## src/rtl/memp_router_stage.sv

```systemverilog
// Memory-prepare stage between EX and MEMD: decodes each load/store onto one of
// NCH target channels, drives it over valid/ready, and flags misaligned accesses.
module memp_router_stage #(
   parameter int                     NCH         = 2,
   parameter int                     XLEN        = 64,
   parameter logic [NCH*XLEN-1:0]    REGION_BASE = {64'h8000_0000, 64'h0},
   localparam int                    CH_W        = (NCH > 1) ? $clog2(NCH) : 1
) (
   input  logic             clk,
   input  logic             reset,
   input  logic             stall_in,
   input  logic             flush,
   input  logic             valid_EXC,
   input  logic [XLEN-1:0]  pc_EXC,
   input  logic [XLEN-1:0]  alu_result_EXC,
   input  logic [XLEN-1:0]  reg_data2_EXC,
   input  logic [2:0]       dm_rd_ctrl_EXC,
   input  logic [2:0]       dm_wr_ctrl_EXC,
   input  logic             rf_wr_en_EXC,
   input  logic [1:0]       rf_wr_sel_EXC,
   input  logic [4:0]       rd_EXC,
   output logic [NCH-1:0]   ch_req_valid,
   input  logic [NCH-1:0]   ch_req_ready,
   output logic [XLEN-1:0]  ch_addr,
   output logic [XLEN-1:0]  ch_din,
   output logic [2:0]       ch_rd_ctrl,
   output logic [2:0]       ch_wr_ctrl,
   output logic             stall_req,
   output logic             valid_MEMP,
   output logic [XLEN-1:0]  pc_MEMP,
   output logic [XLEN-1:0]  alu_result_MEMP,
   output logic             rf_wr_en_MEMP,
   output logic [1:0]       rf_wr_sel_MEMP,
   output logic [4:0]       rd_MEMP,
   output logic [CH_W-1:0]  ch_sel_MEMP,
   output logic             misalign_MEMP
);

   typedef enum logic [1:0] {IDLE, REQ, DONE} state_t;

   state_t           state_q, state_d;
   logic [CH_W-1:0]  sel, sel_q;
   logic             killed_q;
   logic             is_wr, mem_op, misalign, accept;
   logic [2:0]       ctrl_eff, size_mask;

   // A store wins when both controls are set; its code then sets the access size.
   assign is_wr    = (dm_wr_ctrl_EXC != 3'd0);
   assign ctrl_eff = is_wr ? dm_wr_ctrl_EXC : dm_rd_ctrl_EXC;
   assign mem_op   = (ctrl_eff != 3'd0);

   always_comb begin
      // NOTE: every always_comb output gets a default first so no path can infer a latch.
      size_mask = 3'b000;
      case (ctrl_eff)
         3'd3, 3'd4: size_mask = 3'b001;
         3'd5, 3'd6: size_mask = 3'b011;
         3'd7:       size_mask = 3'b111;
         default:    size_mask = 3'b000;
      endcase
   end

   assign misalign = mem_op && ((alu_result_EXC[2:0] & size_mask) != 3'b000);

   // Ascending bases: the last region whose base is not above the address wins.
   always_comb begin
      sel = '0;
      for (int i = 0; i < NCH; i++) begin
         if (alu_result_EXC >= REGION_BASE[i*XLEN +: XLEN]) sel = CH_W'(i);
      end
   end

   assign accept = (state_q != REQ) && valid_EXC && !stall_in && !flush;

   always_comb begin
      state_d = state_q;
      case (state_q)
         IDLE, DONE: begin
            if (accept)                state_d = (mem_op && !misalign) ? REQ : DONE;
            else if (state_q == DONE)  state_d = IDLE;
         end
         REQ:     if (ch_req_ready[sel_q]) state_d = DONE;
         default: state_d = IDLE;
      endcase
   end

   assign ch_req_valid = (state_q == REQ) ? (NCH'(1) << sel_q) : '0;
   assign stall_req    = (state_q == REQ) && !ch_req_ready[sel_q];
   assign valid_MEMP   = (state_q == DONE) && !killed_q;
   assign ch_sel_MEMP  = sel_q;

   // NOTE: sequential state uses non-blocking assignments so every register samples pre-edge values.
   always_ff @(posedge clk or negedge reset) begin
      if (!reset) begin
         state_q         <= IDLE;
         sel_q           <= '0;
         killed_q        <= 1'b0;
         pc_MEMP         <= '0;
         alu_result_MEMP <= '0;
         rf_wr_en_MEMP   <= 1'b0;
         rf_wr_sel_MEMP  <= '0;
         rd_MEMP         <= '0;
         misalign_MEMP   <= 1'b0;
         ch_addr         <= '0;
         ch_din          <= '0;
         ch_rd_ctrl      <= '0;
         ch_wr_ctrl      <= '0;
      end else begin
         state_q <= state_d;
         if (accept) begin
            sel_q           <= sel;
            killed_q        <= 1'b0;
            pc_MEMP         <= pc_EXC;
            alu_result_MEMP <= alu_result_EXC;
            rf_wr_en_MEMP   <= rf_wr_en_EXC && !misalign;
            rf_wr_sel_MEMP  <= rf_wr_sel_EXC;
            rd_MEMP         <= rd_EXC;
            misalign_MEMP   <= misalign;
            if (mem_op && !misalign) begin
               ch_addr    <= alu_result_EXC;
               ch_din     <= reg_data2_EXC;
               ch_rd_ctrl <= is_wr ? 3'd0 : dm_rd_ctrl_EXC;
               ch_wr_ctrl <= dm_wr_ctrl_EXC;
            end
         end else if (flush && (state_q != IDLE)) begin
            // Killed slot: the bus transfer in flight still completes, writeback does not.
            rf_wr_en_MEMP <= 1'b0;
            misalign_MEMP <= 1'b0;
            killed_q      <= 1'b1;
         end
      end
   end

endmodule
```

## config.mk

```make
export PLATFORM = sky130hd
export DESIGN_NAME = memp_router_stage
export DESIGN_NICKNAME = d
export VERILOG_FILES = /design/src/rtl/memp_router_stage.sv
export SDC_FILE = /design/constraint.sdc
export NUM_CORES = 1
export LEC_CHECK = 0
export CORE_AREA = 2 2 192 194
export DETAILED_ROUTE_END_ITERATION = 10
export DIE_AREA = 0 0 194 196
export GPL_TIMING_DRIVEN = 0
export PLACE_DENSITY = 0.69
export SYNTH_ARGS = -nofsm -noshare
export SYNTH_HDL_FRONTEND = slang
export SYNTH_SLANG_ARGS = --single-unit
```

## constraint.sdc

```tcl
create_clock -name clk -period 1.9 [get_ports clk]
set_clock_uncertainty 0.2 [all_clocks]
set_input_delay 0.57 -clock clk [delete_from_list [all_inputs] [get_ports clk]]
set_output_delay 0.57 -clock clk [all_outputs]
set_load 0.005 [all_outputs]
```

# After elaboration in Yosys (flattened, before gate mapping)
# Cells that the tools add are included.
# word_totals
register_bits,275
out_inout_bits,276
word_cells,69
in_bits,213
# classes
shift,1
n_eq_ne,10
n_lt_le_gt_ge,2
muxes,17
n_reduce_logical,25
bitwise,1
# ops
cell,count
$ge 64x32->1 const B,1
$eq 3x3->1 const B,4
$mux 2,5
$logic_and 1x1->1,9
$pmux 3 s3,1
$reduce_bool 3->1,3
$mux 1,8
$mux 3,2
$reduce_or 2->1,3
$logic_not 1->1,5
$pmux 2 s2,1
$reduce_and 2->1,2
$reduce_bool 2->1,2
$and 3x3->3,1
$eq 3x2->1 const B,1
$ne 3x3->1 const B,1
$eq 2x1->1 const B,1
$eq 2x2->1 const B,1
$logic_not 2->1,1
$lt 1x2->1 const B,1
$ne 2x1->1 const B,1
$ne 2x2->1 const B,1
$shl 1x1->2 const A,1

# Depth between registers and ports, before layout
# Gate-level depths: netlist of the first run.
# logic_depth
ltp_word,13
ltp_mapped,7
depth_no_buf,5

# Worst setup path after synthesis of the first run
# OpenSTA, ideal clock, no wires.
# synth_path
path_kind,input-to-reg
from,in dm_wr_ctrl_EXC[1]
to,reg ch_addr[17]
setup_ns,0.125
required_time_ns,1.575
path_slack_ns,-0.405
path_stages,7
arrival_time_ns,1.980
path_cell_list,nor3_2 -> a32o_1 -> a221oi_2 -> o21ai_2 -> buf_6 -> buf_6 -> mux2_4
# synth_between
elab_chain_len,11
# synth_lines
element,line,text
start: declaration,18,"input logic [2:0] dm_wr_ctrl_EXC,"
$reduce_bool 3->1,48,assign is_wr = (dm_wr_ctrl_EXC != 3'd0);
$mux 3 (*),49,assign ctrl_eff = is_wr ? dm_wr_ctrl_EXC : dm_rd_ctrl_EXC;
$eq 3x3->1 / $eq 3x2->1 (equally long branches),55,case (ctrl_eff)
$reduce_or 2->1,55,
$pmux 3 s3,55,
$and 3x3->3,63,assign misalign = mem_op && ((alu_result_EXC[2:0] & size_mask) != 3'b000);
$reduce_bool 3->1,63,
$logic_and 1x1->1,63,
$logic_not 1->1,119,if (mem_op && !misalign) begin
$logic_and 1x1->1 (*),119,
$reduce_and 2->1 (no source line) (*),-,
end signal: assignment,120,ch_addr <= alu_result_EXC;
end: declaration,24,"output logic [XLEN-1:0] ch_addr,"
# Mark *: on every way between the ends. The rest lies on a longest branch, timed or not.
# A chain may end at the register's enable or synchronous reset.

# Worst setup path in the final report of the first run
# layout_path
from,reg state_q[1]
to,out stall_req
# layout_between
elab_chain_len,2
# layout_lines
element,line,text
start: declaration,41,"state_t state_q, state_d;"
start signal: assignment,109,state_q <= state_d;
$eq 2x1->1,88,assign stall_req = (state_q == REQ) && !ch_req_ready[sel_q];
$logic_and 1x1->1,88,
end: declaration,28,"output logic stall_req,"
# No other way between the ends.

==> results of run 1 <==
[sequential cells by signal (all words and copies together), names as in the netlist, 2 cells and up]
| register | cells |
|---|---|
| ch_wr_ctrl | 3 |
| pc_MEMP | 64 |
| rf_wr_sel_MEMP | 2 |
| state_q | 2 |
| ch_din | 64 |
| ch_rd_ctrl | 3 |
| alu_result_MEMP | 64 |
| rd_MEMP | 5 |
| ch_addr | 64 |
[power by group through the flow]
stage / clock network, mW / logic (mW) / registers, mW
after global placement: 0 / 5.47 / 8.03
final: 6.16 / 5.39 / 8.02
after floorplan: 0 / 1.46 / 8.13
after global routing: 6.49 / 5.82 / 8.17
after CTS: 6.27 / 5.44 / 8.01
after detailed placement: 0 / 5.53 / 8.09
[placed cells by master (no fill, tap or decap), types with 3 or more instances in the layout]
cell type / n
sky130_fd_sc_hd__mux2_2: 27
sky130_fd_sc_hd__dfrtp_1: 273
sky130_fd_sc_hd__inv_1: 4
sky130_fd_sc_hd__clkdlybuf4s50_1: 182
sky130_fd_sc_hd__dlymetal6s2s_1: 55
sky130_fd_sc_hd__buf_6: 18
sky130_fd_sc_hd__nand3_1: 3
sky130_fd_sc_hd__bufinv_16: 3
sky130_fd_sc_hd__clkbuf_1: 5
sky130_fd_sc_hd__buf_2: 48
sky130_fd_sc_hd__buf_12: 16
sky130_fd_sc_hd__buf_16: 3
sky130_fd_sc_hd__clkbuf_2: 181
sky130_fd_sc_hd__clkbuf_16: 48
sky130_fd_sc_hd__clkinv_2: 9
sky130_fd_sc_hd__clkbuf_8: 8
sky130_fd_sc_hd__buf_4: 104
sky130_fd_sc_hd__mux2i_1: 3
sky130_fd_sc_hd__dlygate4sd2_1: 17
sky130_fd_sc_hd__o21ai_0: 5
sky130_fd_sc_hd__diode_2: 3
sky130_fd_sc_hd__buf_8: 8
sky130_fd_sc_hd__nand2_1: 410
sky130_fd_sc_hd__clkdlybuf4s15_2: 3
sky130_fd_sc_hd__mux2_4: 104
[cell families (layout without fill, tap and decap cells)]
logic type / count (synthesis) / in the layout / share of synthesized area [%]
AND/OR/NAND/NOR: 441 / 441 / 16.2
flip-flops: 275 / 275 / 64.8
multiplexers: 134 / 134 / 15.8
buffers and inverters: 48 / 718 / 2.21
AO/OA/AOI/OAI: 16 / 16 / 1.02
other: 0 / 3 / 0
[metrics by stage]
step	area [um^2]	setup slack, ns
after floorplan	10700	-0.379
after global placement	16100	-11.95
after detailed placement	16200	-1.76
after CTS	17500	-0.473
after global routing	18300	-0.528
final	18300	-0.471
[timing repair]
item | 4_1_cts | 5_1_grt
hold buffers | 1 | 0
hold endpoints to repair | 40 | 0
endpoints found under the setup margin | 551 | 528
gates cloned | 0 | 16
resized for setup | 326 | 588
pin swaps | 14 | 11
setup buffers | 14 | 97
[routing by layer]
layer | global-route usage, % | up-vias | share of wire [%]
met2 | 31.5 | 384 | 49
li1 | - | 4244 | -
met3 | 5.90 | 81 | 8.0
met5 | 0 | - | 0
met4 | 6.43 | 0 | 3.0
met1 | 22.5 | 4542 | 40
[worst register-to-register path, stage by stage (launching register included)]
cell and delay [ns]:
sky130_fd_sc_hd__dfrtp_1 0.39, sky130_fd_sc_hd__nand2b_4 0.18, sky130_fd_sc_hd__buf_4 0.14, sky130_fd_sc_hd__buf_6 0.11, sky130_fd_sc_hd__nand3_4 0.12, sky130_fd_sc_hd__nor2_4 0.06, sky130_fd_sc_hd__o21ai_4 0.10, sky130_fd_sc_hd__buf_12 0.19
sky130_fd_sc_hd__buf_12 0.15, sky130_fd_sc_hd__clkbuf_16 0.16, sky130_fd_sc_hd__mux2_2 0.33
[worst max path at each step]
stage,from,slack [ns],to
floorplan,dm_wr_ctrl_EXC[1],-0.38,ch_addr[17]
global placement,reset,-11.95,ch_din[41]
detailed placement,dm_wr_ctrl_EXC[1],-1.76,ch_din[61]
CTS,state_q[1],-0.47,stall_req
global route,state_q[1],-0.53,stall_req
finish,state_q[1],-0.47,stall_req
[area by class of cell]
cell class	count	area (um^2)	area share (%)
clock buffer	42	877	4.80
clock inverter	16	169	0.924
multi-input combinational	591	3930	21.5
antenna	3	7.51	0.0411
timing repair buffer	617	5320	29.1
sequential	275	6880	37.7
inverter	4	15.0	0.0821
tap	468	586	3.20
buffer	39	497	2.72
==> impl_results.html, run 1 <==
<table>
<tr><th>Metric</th><th>Value</th></tr>
<tr><th colspan="2">Run status</th></tr>
<tr><td>Result of the run</td><td>finished with violations</td></tr>
<tr><td>Violated checks</td><td>setup timing</td></tr>
<tr><th colspan="2">Clocking</th></tr>
<tr><td>Count of clock tree sinks</td><td>275</td></tr>
<tr><td>Clock H-tree levels</td><td>1</td></tr>
<tr><td>Clock buffer depth</td><td>3</td></tr>
<tr><td>TritonCTS Buffers</td><td>31</td></tr>
<tr><td>Clock edge transition at the registers on the reported setup and hold paths</td><td>0.06 ns</td></tr>
<tr><td>Later-pin clock latency in the skew report</td><td>0.57 ns</td></tr>
<tr><td>CTS tree</td><td>yes</td></tr>
<tr><td>Root buffer cell</td><td>sky130_fd_sc_hd__clkbuf_16</td></tr>
<tr><th colspan="2">Pwr</th></tr>
<tr><td>Part of the power in registers</td><td>41.0%</td></tr>
<tr><td>P_int</td><td>14.2 mW</td></tr>
<tr><td>Total power after layout</td><td>19.6 mW</td></tr>
<tr><td>Net switching share of the total power</td><td>27.5%</td></tr>
<tr><td>Static leakage</td><td>10.1 nW</td></tr>
<tr><td>Switching power of the nets</td><td>5.38 mW</td></tr>
<tr><td>Power Dens Cells</td><td>1070 mW/mm^2</td></tr>
<tr><td>Peak supply drop</td><td>0.806 mV</td></tr>
<tr><td>Clock share of power</td><td>31.5%</td></tr>
<tr><td>Combinational Power Share</td><td>27.6%</td></tr>
<tr><th colspan="2">Global route</th></tr>
<tr><td>Global-route congestion overflow total</td><td>0</td></tr>
<tr><td>Number of antenna violations at the first check in global routing</td><td>4</td></tr>
<tr><td>Vias in the first global route</td><td>9248</td></tr>
<tr><td>Maximum number of pins on one net before global-route repair</td><td>119</td></tr>
<tr><td>GRT Resource Usage Total</td><td>18.7%</td></tr>
<tr><td>Wire length of the first global-routing pass</td><td>55.3 mm</td></tr>
<tr><th colspan="2">Hold path</th></tr>
<tr><td>Hold Path Origin</td><td>dm_rd_ctrl_EXC[0]</td></tr>
<tr><td>Worst hold-check path type</td><td>input pin to flip-flop</td></tr>
<tr><td>Endpoint of the worst hold-timing path</td><td>ch_rd_ctrl[0]</td></tr>
<tr><td>Hold depth</td><td>3</td></tr>
<tr><th colspan="2">Routing</th></tr>
<tr><td>DRC violations left</td><td>0</td></tr>
<tr><td>Drt wl/cell</td><td>19.3 um</td></tr>
<tr><td>Antenna viol nets, final</td><td>0</td></tr>
<tr><td>Via count</td><td>9251</td></tr>
<tr><td>Detailed-routing iteration count for the pre-antenna-repair pass</td><td>5</td></tr>
<tr><td>DRC violation total after the first TritonRoute iteration</td><td>270</td></tr>
<tr><td>Routed via count divided by cell count</td><td>4.50</td></tr>
<tr><td>Wire length reported by the detailed router</td><td>39.7 mm</td></tr>
<tr><th colspan="2">Yosys</th></tr>
<tr><td>Most frequent cell after synthesis</td><td>sky130_fd_sc_hd__nand2_1</td></tr>
<tr><td>Yosys reg bits</td><td>275</td></tr>
<tr><td>Synth top area cells</td><td>sky130_fd_sc_hd__dfrtp_1, sky130_fd_sc_hd__nand2_1, sky130_fd_sc_hd__mux2_2</td></tr>
<tr><td>Sequential-to-total area share from yosys stat</td><td>64.8%</td></tr>
<tr><td>Number of standard cells after synthesis</td><td>914</td></tr>
<tr><td>Dominant synthesized flop cell</td><td>sky130_fd_sc_hd__dfrtp_1</td></tr>
<tr><td>Cell Area, Synth</td><td>0.0106 mm^2</td></tr>
<tr><td>Yosys Warn Count</td><td>0</td></tr>
<tr><td>Library cell occupying the most area in the post-synthesis netlist</td><td>sky130_fd_sc_hd__dfrtp_1</td></tr>
<tr><td>Synth cell count leaders</td><td>sky130_fd_sc_hd__nand2_1, sky130_fd_sc_hd__dfrtp_1, sky130_fd_sc_hd__mux2_2, sky130_fd_sc_hd__mux2_4, sky130_fd_sc_hd__clkbuf_1</td></tr>
<tr><td>Post-synthesis average cell area</td><td>11.6 um^2</td></tr>
<tr><td>Share of synthesized flip-flops with an asynchronous set or reset</td><td>100%</td></tr>
<tr><td>Area share of the leading cell type in the synthesized netlist</td><td>64.8%</td></tr>
<tr><td>Number of flops mapped to enable cells by yosys</td><td>0</td></tr>
<tr><td>Net count after synthesis</td><td>1127</td></tr>
<tr><td>Synth cell types</td><td>32</td></tr>
<tr><th colspan="2">Placement</th></tr>
<tr><td>Number of placed instances, taps included</td><td>1872</td></tr>
<tr><td>Number of input and output port buffers inserted</td><td>488</td></tr>
<tr><td>Post-detail-place hpwl</td><td>26.9 mm</td></tr>
<tr><td>Global placement routability congestion</td><td>0.804</td></tr>
<tr><th colspan="2">Worst setup path</th></tr>
<tr><td>Worst flop-to-flop path endpoint</td><td>ch_addr[0]</td></tr>
<tr><td>Path length in cells of the critical path</td><td>4</td></tr>
<tr><td>Data arrival time at the worst-slack endpoint</td><td>1.60 ns</td></tr>
<tr><td>Startpoint class of the critical path</td><td>flip-flop</td></tr>
<tr><td>Kind of critical path</td><td>flip-flop to output pin</td></tr>
<tr><td>Worst path slowest cell</td><td>sky130_fd_sc_hd__dfrtp_1</td></tr>
<tr><td>Top cell family by delay on the critical path</td><td>flip-flops</td></tr>
<tr><td>R2R Setup Slk</td><td>-0.35 ns</td></tr>
<tr><td>Largest fanout on the critical path</td><td>3</td></tr>
<tr><td>R2r worst-path depth</td><td>10</td></tr>
<tr><td>CP endpoint kind</td><td>output pin</td></tr>
<tr><td>Worst reg2reg startpoint</td><td>state_q[1]</td></tr>
<tr><td>Number of buffers and inverters on the critical path</td><td>2</td></tr>
<tr><td>Largest incremental delay on the critical path</td><td>0.39 ns</td></tr>
<tr><td>Cell breakdown of the critical path</td><td>nand2b_4 -&gt; buf_6 -&gt; a211oi_4 -&gt; buf_2</td></tr>
<tr><td>Required @ worst endpoint</td><td>1.13 ns</td></tr>
<tr><th colspan="2">Floorplan</th></tr>
<tr><td>I/O pins</td><td>489</td></tr>
<tr><td>Cell Rows</td><td>70</td></tr>
<tr><td>Horizontal die dimension</td><td>194 um</td></tr>
<tr><td>Initial Utilization</td><td>29.5%</td></tr>
<tr><td>Floorplan core area</td><td>0.0361 mm^2</td></tr>
<tr><td>DIE HEIGHT</td><td>196 um</td></tr>
<tr><td>Die area</td><td>0.0380 mm^2</td></tr>
<tr><th colspan="2">Layout</th></tr>
<tr><td>Final cell count without fillers</td><td>2055</td></tr>
<tr><td>Relative area change from synthesis to final layout</td><td>72.0%</td></tr>
<tr><td># nets final</td><td>1772</td></tr>
<tr><td>Fill cells</td><td>3220</td></tr>
<tr><td>Finished Core Util</td><td>50.7%</td></tr>
<tr><td>Fraction of layout instances using a drive strength above 1</td><td>38.7%</td></tr>
<tr><th colspan="2">Timing</th></tr>
<tr><td>Accumulated negative setup slack</td><td>-41.15 ns</td></tr>
<tr><td>Post-layout minimum cycle time</td><td>2.37 ns</td></tr>
<tr><td>Final-layout worst hold slack</td><td>0.101 ns</td></tr>
<tr><td>Hold violation count in the final report</td><td>0</td></tr>
<tr><td>Count of final setup violators</td><td>142</td></tr>
<tr><td>Final period util</td><td>125%</td></tr>
<tr><td>Pin slew with the least headroom to its limit</td><td>0.682 ns</td></tr>
<tr><td>Maximum clock frequency</td><td>422 MHz</td></tr>
<tr><td>Number of slew-limit violations in the final report</td><td>0</td></tr>
<tr><td>Slew HR</td><td>54.6%</td></tr>
<tr><td>Crit path setup slack, layout</td><td>-0.471 ns</td></tr>
<tr><td>RSZ-0062 raised after global routing</td><td>true</td></tr>
<tr><th colspan="2">Job</th></tr>
<tr><td>Number of violations of the max-capacitance limit</td><td>0</td></tr>
</table>
No activity file was read; power rests on OpenSTA's default activity.
==> run 2: changes to the inputs <==
CTS_CLUSTER_DIAMETER = 60   (was not set)
GPL_TIMING_DRIVEN = not set   (was 0)
==> impl_results.html, run 2 (synthesis results as in run 1) <==
<table>
<tr><th>Metric</th><th>Value</th></tr>
<tr><th colspan="2">Run status</th></tr>
<tr><td>Result of the run</td><td>finished with violations</td></tr>
<tr><td>Violated checks</td><td>setup timing</td></tr>
<tr><th colspan="2">Worst setup path</th></tr>
<tr><td>Kind of critical path</td><td>input pin to output pin</td></tr>
<tr><td>Worst path slowest cell</td><td>sky130_fd_sc_hd__clkdlybuf4s50_1</td></tr>
<tr><td>Largest incremental delay on the critical path</td><td>0.46 ns (+0.07 ns)</td></tr>
<tr><td>Cell breakdown of the critical path</td><td>clkdlybuf4s50_1 -&gt; a211oi_4 -&gt; buf_2</td></tr>
<tr><td>Data arrival time at the worst-slack endpoint</td><td>1.44 ns (-0.16 ns)</td></tr>
<tr><td>Largest fanout on the critical path</td><td>2 (-1)</td></tr>
<tr><td>Startpoint class of the critical path</td><td>input pin</td></tr>
<tr><td>Required @ worst endpoint</td><td>1.13 ns (about the same)</td></tr>
<tr><td>CP endpoint kind</td><td>output pin</td></tr>
<tr><td>Number of buffers and inverters on the critical path</td><td>2 (unchanged)</td></tr>
<tr><td>Top cell family by delay on the critical path</td><td>buffers and inverters</td></tr>
<tr><th colspan="2">Timing</th></tr>
<tr><td>Final period util</td><td>117% (-8.2 points)</td></tr>
<tr><td>Count of final setup violators</td><td>134 (-5.6%)</td></tr>
<tr><td>Slew HR</td><td>74.9% (+20 points)</td></tr>
<tr><td>RSZ-0062 raised after global routing</td><td>true</td></tr>
<tr><td>Maximum clock frequency</td><td>452 MHz (+7.1%)</td></tr>
<tr><td>Hold violation count in the final report</td><td>0 (unchanged)</td></tr>
<tr><td>Final-layout worst hold slack</td><td>0.163 ns (+0.0621 ns)</td></tr>
<tr><td>Pin slew with the least headroom to its limit</td><td>0.376 ns (-0.306 ns)</td></tr>
<tr><td>Crit path setup slack, layout</td><td>-0.315 ns (+0.156 ns)</td></tr>
<tr><td>Post-layout minimum cycle time</td><td>2.21 ns (-0.156 ns)</td></tr>
<tr><td>Number of slew-limit violations in the final report</td><td>0 (unchanged)</td></tr>
<tr><th colspan="2">Global route</th></tr>
<tr><td>GRT Resource Usage Total</td><td>20.3% (+1.7 points)</td></tr>
<tr><td>Number of antenna violations at the first check in global routing</td><td>6 (+2)</td></tr>
<tr><td>Vias in the first global route</td><td>10.1k (+9.4%)</td></tr>
<tr><td>Met3 usage</td><td>5.84% (-0.052 points)</td></tr>
<tr><td>GR Util met1</td><td>23.9% (+1.3 points)</td></tr>
<tr><td>Global route hottest layer</td><td>met2</td></tr>
<tr><td>Maximum number of pins on one net before global-route repair</td><td>70 (-41%)</td></tr>
<tr><td>Wire length of the first global-routing pass</td><td>59.8 mm (+8.3%)</td></tr>
<tr><td>GR Layer Usage met2</td><td>35.3% (+3.8 points)</td></tr>
<tr><td>Global-route congestion overflow total</td><td>0 (unchanged)</td></tr>
<tr><th colspan="2">Hold path</th></tr>
<tr><td>Worst hold-check path type</td><td>input pin to flip-flop</td></tr>
<tr><th colspan="2">Floorplan</th></tr>
<tr><td>I/O pins</td><td>489 (unchanged)</td></tr>
<tr><td>Initial Utilization</td><td>29.5% (unchanged)</td></tr>
<tr><td>Floorplan core area</td><td>0.0361 mm^2 (unchanged)</td></tr>
<tr><td>Die area</td><td>0.0380 mm^2 (unchanged)</td></tr>
<tr><td>Horizontal die dimension</td><td>194 um (unchanged)</td></tr>
<tr><td>DIE HEIGHT</td><td>196 um (unchanged)</td></tr>
<tr><td>Cell Rows</td><td>70 (unchanged)</td></tr>
<tr><th colspan="2">Routing</th></tr>
<tr><td>Drt wl/cell</td><td>18.8 um (-2.9%)</td></tr>
<tr><td>Wire length reported by the detailed router</td><td>39.4 mm (-0.82%)</td></tr>
<tr><td>Antenna viol nets, final</td><td>0 (unchanged)</td></tr>
<tr><td>Via count</td><td>9398 (+1.6%)</td></tr>
<tr><td>DRC violations left</td><td>0 (unchanged)</td></tr>
<tr><td>Routed via count divided by cell count</td><td>4.48 (-0.49%)</td></tr>
<tr><td>DRC violation total after the first TritonRoute iteration</td><td>232 (-14%)</td></tr>
<tr><td>Detailed-routing iteration count for the pre-antenna-repair pass</td><td>4 (-1)</td></tr>
<tr><th colspan="2">Layout</th></tr>
<tr><td># nets final</td><td>1814 (+2.4%)</td></tr>
<tr><td>Most frequent standard cell in the layout excluding fill and tap cells</td><td>sky130_fd_sc_hd__nand2_1</td></tr>
<tr><td>Fraction of layout instances using a drive strength above 1</td><td>41.3% (+2.6 points)</td></tr>
<tr><td>Area of all placed cells without fillers</td><td>0.0182 mm^2 (-0.55%)</td></tr>
<tr><td>Fill cells</td><td>3224 (+0.12%)</td></tr>
<tr><td>Commonest cells after routing, fill and taps aside</td><td>sky130_fd_sc_hd__nand2_1, sky130_fd_sc_hd__dfrtp_1, sky130_fd_sc_hd__buf_2</td></tr>
<tr><td>Relative area change from synthesis to final layout</td><td>71.1%</td></tr>
<tr><th colspan="2">Pwr</th></tr>
<tr><td>Peak supply drop</td><td>0.761 mV (-5.5%)</td></tr>
<tr><td>Total power after layout</td><td>19.8 mW (+1.2%)</td></tr>
<tr><td>Power Dens Cells</td><td>1090 mW/mm^2 (+1.7%)</td></tr>
<tr><td>Static leakage</td><td>9.48 nW (-6.2%)</td></tr>
<tr><th colspan="2">Job</th></tr>
<tr><td>Number of violations of the max-capacitance limit</td><td>0 (unchanged)</td></tr>
<tr><th colspan="2">Clocking</th></tr>
<tr><td>TritonCTS Buffers</td><td>34 (+9.7%)</td></tr>
<tr><td>Root buffer cell</td><td>sky130_fd_sc_hd__clkbuf_16</td></tr>
<tr><td>Count of clock tree sinks</td><td>275 (unchanged)</td></tr>
<tr><td>Clock buffer depth</td><td>3 (unchanged)</td></tr>
<tr><td>Clock edge transition at the registers on the reported setup and hold paths</td><td>0.06 ns (about the same)</td></tr>
<tr><td>CTS tree</td><td>yes</td></tr>
<tr><td>Later-pin clock latency in the skew report</td><td>0.50 ns (-0.07 ns)</td></tr>
<tr><td>Clock H-tree levels</td><td>2 (+1)</td></tr>
<tr><th colspan="2">Placement</th></tr>
<tr><td>Post-detail-place hpwl</td><td>27.3 mm (+1.4%)</td></tr>
<tr><td>Number of input and output port buffers inserted</td><td>488 (unchanged)</td></tr>
<tr><td>Global placement routability congestion</td><td>0.870 (+8.2%)</td></tr>
<tr><td>Placed cell area</td><td>0.0169 mm^2 (+4.1%)</td></tr>
</table>
## run 2: cell count changes in the layout (fill, tap and decap cells not counted), sizes merged
cell	before	now
buf	197	389
clkbuf	243	114
clkdlybuf4s15	3	43
clkdlybuf4s50	182	178
clkinv	10	9
clkinvlp	1	0
diode	3	5
dlygate4sd2	17	14
dlymetal6s2s	55	2
## run 2: final timing paths
check | from | to | slack, ns | cells past startpoint
max reg2reg | state_q[0] | ch_addr[38] | -0.23 | 10
max in group asynchronous | reset | ch_addr[54] | 0.54 | 4
min in group asynchronous | reset | alu_result_MEMP[31] | 0.29 | 2
min reg2reg | alu_result_MEMP[12] | alu_result_MEMP[12] | 0.26 | 2
max | ch_req_ready[1] | stall_req | -0.31 | 3
min | dm_rd_ctrl_EXC[0] | ch_rd_ctrl[0] | 0.16 | 3
## run 2: metrics by stage
| step | setup WS (ns) | setup TNS [ns] | util [%] | instances |
|---|---|---|---|---|
| 2_1_floorplan | -0.379 | -45.25 | - | 914 |
| 4_1_cts | -0.315 | -25.61 | 50.9 | 2081 |
| 6_report | -0.315 | -18.94 | 50.4 | 2098 |
| 5_1_grt | -0.341 | -27.05 | 50.4 | 2096 |
| 3_3_place_gp | -1.16 | -260.03 | 46.7 | 1925 |
| 3_5_place_dp | -1.20 | -263.63 | 46.7 | 1925 |
## run 2: tightest hold or removal path: stages
cell and delay, ns:
sky130_fd_sc_hd__buf_4 0.13, sky130_fd_sc_hd__nand2_1 0.06, sky130_fd_sc_hd__mux2i_1 0.06
## run 2: metal layers
layer | vias to the layer above | wire length, um
li1 | 4322 | -
met1 | 4581 | 15600
met2 | 403 | 19500
met3 | 90 | 2960
met4 | 2 | 1370
met5 | - | 13
## run 2: final cells by class
| cell class | instances | area [um^2] | area share, % |
|---|---|---|---|
| repair buffers | 695 | 5800 | 31.9 |
| well taps | 468 | 586 | 3.22 |
| clock inverters | 14 | 161 | 0.888 |
| inverters | 4 | 15.0 | 0.0826 |
| clock buffers | 46 | 990 | 5.44 |
| multi-input cells | 591 | 3740 | 20.6 |
| flip-flops and latches | 275 | 6880 | 37.9 |
| diodes | 5 | 12.5 | 0.0688 |
## run 2: power breakdown
| group | switching (mW) | internal [mW] | leakage (nW) |
|---|---|---|---|
| logic | 2.06 | 3.10 | 5.53 |
| registers | 0.774 | 7.24 | 3.38 |
| clock network | 2.53 | 4.08 | 0.575 |
| total | 5.37 | 14.4 | 9.48 |
## run 2: timing repair
item | 4_1_cts | 5_1_grt
hold buffers | 1 | 0
pin swaps | 16 | 12
endpoints found under the setup margin | 540 | 234
endpoints found under the hold margin | 58 | 0
buffers inserted | 83 | 25
resized for setup | 1028 | 125
cloned | 12 | 0
==> run 3: changes to the inputs <==
CORE_AREA = 5 5 189 191   (was 2 2 192 194)
PLACE_DENSITY = 0.72   (was 0.69)
==> impl_results.html, run 3 (synthesis results as in run 1) <==
<table>
<tr><th>Metric</th><th>Value</th></tr>
<tr><th colspan="2">Global route</th></tr>
<tr><td>Vias in the first global route</td><td>10.3k (+2.0%)</td></tr>
<tr><td>Maximum number of pins on one net before global-route repair</td><td>67 (-4.3%)</td></tr>
<tr><td>Wire length of the first global-routing pass</td><td>61.0 mm (+1.9%)</td></tr>
<tr><td>Global-route congestion overflow total</td><td>0 (unchanged)</td></tr>
<tr><td>Number of antenna violations at the first check in global routing</td><td>0 (-6)</td></tr>
<tr><td>GRT Resource Usage Total</td><td>20.2% (-0.16 points)</td></tr>
<tr><th colspan="2">Routing</th></tr>
<tr><td>Drt wl/cell</td><td>19.2 um (+2.2%)</td></tr>
<tr><td>Routed via count divided by cell count</td><td>4.49 (+0.27%)</td></tr>
<tr><td>DRC violation total after the first TritonRoute iteration</td><td>273 (+18%)</td></tr>
<tr><td>Antenna viol nets, final</td><td>0 (unchanged)</td></tr>
<tr><td>Detailed-routing iteration count for the pre-antenna-repair pass</td><td>6 (+2)</td></tr>
<tr><td>Wire length reported by the detailed router</td><td>39.8 mm (+0.89%)</td></tr>
<tr><td>DRC violations left</td><td>0 (unchanged)</td></tr>
<tr><td>Via count</td><td>9307 (-0.97%)</td></tr>
<tr><th colspan="2">Clocking</th></tr>
<tr><td>CTS tree</td><td>yes</td></tr>
<tr><td>Clock buffer depth</td><td>3 (unchanged)</td></tr>
<tr><td>Root buffer cell</td><td>sky130_fd_sc_hd__clkbuf_16</td></tr>
<tr><td>Count of clock tree sinks</td><td>275 (unchanged)</td></tr>
<tr><td>Clock edge transition at the registers on the reported setup and hold paths</td><td>0.06 ns (about the same)</td></tr>
<tr><td>Clock H-tree levels</td><td>1 (-1)</td></tr>
<tr><td>TritonCTS Buffers</td><td>31 (-8.8%)</td></tr>
<tr><td>Later-pin clock latency in the skew report</td><td>0.55 ns (+0.05 ns)</td></tr>
<tr><th colspan="2">Worst setup path</th></tr>
<tr><td>End point of the critical path</td><td>stall_req</td></tr>
<tr><td>R2r worst-path depth</td><td>10 (unchanged)</td></tr>
<tr><td>Largest incremental delay on the critical path</td><td>0.41 ns (-0.05 ns)</td></tr>
<tr><td>Data arrival time at the worst-slack endpoint</td><td>1.49 ns (+0.05 ns)</td></tr>
<tr><td>Worst reg2reg startpoint</td><td>state_q[1]</td></tr>
<tr><td>Required @ worst endpoint</td><td>1.13 ns (about the same)</td></tr>
<tr><td>Largest fanout on the critical path</td><td>2 (unchanged)</td></tr>
<tr><td>R2R Setup Slk</td><td>-0.24 ns (about the same)</td></tr>
<tr><td>Worst path slowest cell</td><td>sky130_fd_sc_hd__clkdlybuf4s50_1</td></tr>
<tr><td>Startpoint class of the critical path</td><td>input pin</td></tr>
<tr><td>CP endpoint kind</td><td>output pin</td></tr>
<tr><td>Worst flop-to-flop path endpoint</td><td>ch_addr[27]</td></tr>
<tr><td>Launching instance or port of the critical path</td><td>ch_req_ready[0]</td></tr>
<tr><td>Cell breakdown of the critical path</td><td>clkdlybuf4s50_1 -&gt; nor2b_4 -&gt; a211oi_2 -&gt; buf_2</td></tr>
<tr><td>Kind of critical path</td><td>input pin to output pin</td></tr>
<tr><th colspan="2">Floorplan</th></tr>
<tr><td>Cell Rows</td><td>68 (-2.9%)</td></tr>
<tr><td>Floorplan core area</td><td>0.0339 mm^2 (-5.9%)</td></tr>
<tr><td>Initial Utilization</td><td>31.3% (+1.9 points)</td></tr>
<tr><td>Die area</td><td>0.0380 mm^2 (unchanged)</td></tr>
<tr><td>DIE HEIGHT</td><td>196 um (unchanged)</td></tr>
<tr><td>I/O pins</td><td>489 (unchanged)</td></tr>
<tr><td>Horizontal die dimension</td><td>194 um (unchanged)</td></tr>
<tr><th colspan="2">Placement</th></tr>
<tr><td>Number of placed instances, taps included</td><td>1923 (-0.10%)</td></tr>
<tr><td>Number of input and output port buffers inserted</td><td>488 (unchanged)</td></tr>
<tr><td>Placed cell area</td><td>0.0170 mm^2 (+0.97%)</td></tr>
<tr><td>Global placement routability congestion</td><td>0.860 (-1.2%)</td></tr>
<tr><td>Post-detail-place hpwl</td><td>28.9 mm (+5.9%)</td></tr>
<tr><th colspan="2">Run status</th></tr>
<tr><td>Violated checks</td><td>setup timing</td></tr>
<tr><td>Result of the run</td><td>finished with violations</td></tr>
<tr><th colspan="2">Timing</th></tr>
<tr><td>Slew HR</td><td>74.1% (-0.83 points)</td></tr>
<tr><td>Final period util</td><td>119% (+2.6 points)</td></tr>
<tr><td>Pin slew with the least headroom to its limit</td><td>0.385 ns (+0.00846 ns)</td></tr>
<tr><td>Count of final setup violators</td><td>140 (+4.5%)</td></tr>
<tr><td>Final-layout worst hold slack</td><td>0.113 ns (-0.0500 ns)</td></tr>
<tr><td>Number of slew-limit violations in the final report</td><td>0 (unchanged)</td></tr>
<tr><td>Maximum clock frequency</td><td>442 MHz (-2.2%)</td></tr>
<tr><td>Crit path setup slack, layout</td><td>-0.364 ns (-0.0488 ns)</td></tr>
<tr><td>Post-layout minimum cycle time</td><td>2.26 ns (+0.0488 ns)</td></tr>
<tr><td>Hold violation count in the final report</td><td>0 (unchanged)</td></tr>
<tr><td>RSZ-0062 raised after global routing</td><td>true</td></tr>
<tr><th colspan="2">Pwr</th></tr>
<tr><td>Peak supply drop</td><td>0.812 mV (+6.7%)</td></tr>
<tr><td>Net switching share of the total power</td><td>27.3% (+0.18 points)</td></tr>
<tr><td>Combinational Power Share</td><td>26.3% (+0.2 points)</td></tr>
<tr><td>Static leakage</td><td>9.43 nW (-0.60%)</td></tr>
<tr><td>Total power after layout</td><td>19.2 mW (-2.9%)</td></tr>
<tr><td>P_int</td><td>14.0 mW (-3.1%)</td></tr>
<tr><td>Clock share of power</td><td>32.1% (-1.3 points)</td></tr>
<tr><td>Power Dens Cells</td><td>1070 mW/mm^2 (-1.7%)</td></tr>
<tr><td>Part of the power in registers</td><td>41.6% (+1.1 points)</td></tr>
<tr><td>Switching power of the nets</td><td>5.25 mW (-2.2%)</td></tr>
<tr><th colspan="2">Layout</th></tr>
<tr><td>Finished Core Util</td><td>52.9% (+2.6 points)</td></tr>
<tr><td>Area of all placed cells without fillers</td><td>0.0180 mm^2 (-1.1%)</td></tr>
<tr><td>Antenna diode count</td><td>0 (-5)</td></tr>
<tr><td># nets final</td><td>1809 (-0.28%)</td></tr>
<tr><td>Commonest cells after routing, fill and taps aside</td><td>sky130_fd_sc_hd__nand2_1, sky130_fd_sc_hd__dfrtp_1, sky130_fd_sc_hd__buf_2</td></tr>
<tr><td>Fill cells</td><td>2885 (-11%)</td></tr>
<tr><td>Fraction of layout instances using a drive strength above 1</td><td>43.0% (+1.7 points)</td></tr>
<tr><td>Most frequent standard cell in the layout excluding fill and tap cells</td><td>sky130_fd_sc_hd__nand2_1</td></tr>
<tr><td>Final cell count without fillers</td><td>2072 (-1.2%)</td></tr>
<tr><td>Relative area change from synthesis to final layout</td><td>69.1%</td></tr>
<tr><th colspan="2">Job</th></tr>
<tr><td>Number of violations of the max-capacitance limit</td><td>0 (unchanged)</td></tr>
<tr><th colspan="2">Hold path</th></tr>
<tr><td>Worst hold-check path type</td><td>input pin to flip-flop</td></tr>
</table>
## run 3: cell count changes in the layout (fill, tap and decap cells not counted), sizes merged
cell and change:
diode -5, clkbuf -70, buf +96, clkdlybuf4s15 -38, dlygate4sd2 +5, clkinv -4, dlymetal6s2s -2, inv -1
bufinv +1, clkdlybuf4s50 +3, clkinvlp +2
## run 3: routing by layer
metal / vias up / global-route usage, % / wire, um
met5: - / 0 / 0
met4: 0 / 6.07 / 1220
met3: 73 / 7.23 / 3640
met2: 400 / 35.6 / 20000
met1: 4520 / 23.0 / 14900
li1: 4314 / - / -
## run 3: how the worst min path moves through the flow
stage / slack (ns) / depth (start not counted) / endpoint / startpoint
after floorplan: 0.07 / 0 / alu_result_MEMP[0] / reset
after global placement: 0.21 / 1 / pc_MEMP[11] / reset
after detailed placement: 0.22 / 1 / rd_MEMP[4] / reset
after CTS: 0.15 / 2 / ch_wr_ctrl[0] / dm_wr_ctrl_EXC[0]
after global routing: 0.11 / 2 / ch_wr_ctrl[1] / dm_wr_ctrl_EXC[1]
final: 0.11 / 2 / ch_wr_ctrl[1] / dm_wr_ctrl_EXC[1]
## run 3: cell type report
class                   count  area (um^2)  area share (%)
clock buffers              42          877            4.88
clock inverters            12          180            1.00
inverters                   4         15.0          0.0836
multi-input cells         591         3680            20.5
flip-flops and latches    275         6880            38.3
well taps                 455          569            3.17
repair buffers            693         5770            32.1
## run 3: repair_timing
action,CTS,global route
resized for setup,1223,35
gates cloned,13,0
pin swaps,19,9
setup buffers,87,6
endpoints found under the setup margin,456,158
hold buffers,1,0
endpoints found under the hold margin,158,0
## run 3: power by group through the flow
stage          clock network, mW  registers (mW)  logic, mW
2_1_floorplan                  0            8.13       1.46
3_3_place_gp                   0            8.09       5.68
3_5_place_dp                   0            8.14       5.76
4_1_cts                     6.31            7.99       5.08
5_1_grt                     6.56            8.17       5.51
6_report                    6.17            8.01       5.06
## run 3: critical path: cells and delay by family
family          cells  cell delay [ns]
simple gates        1             0.13
compound gates      1             0.20
buf+inv             2             0.58
## run 3: per-stage QoR
stage | worst slack [ns] | setup TNS [ns]
floorplan | -0.379 | -45.25
global placement | -1.16 | -218.66
detailed placement | -1.17 | -218.51
CTS | -0.358 | -26.84
global route | -0.403 | -32.82
finish | -0.364 | -22.68
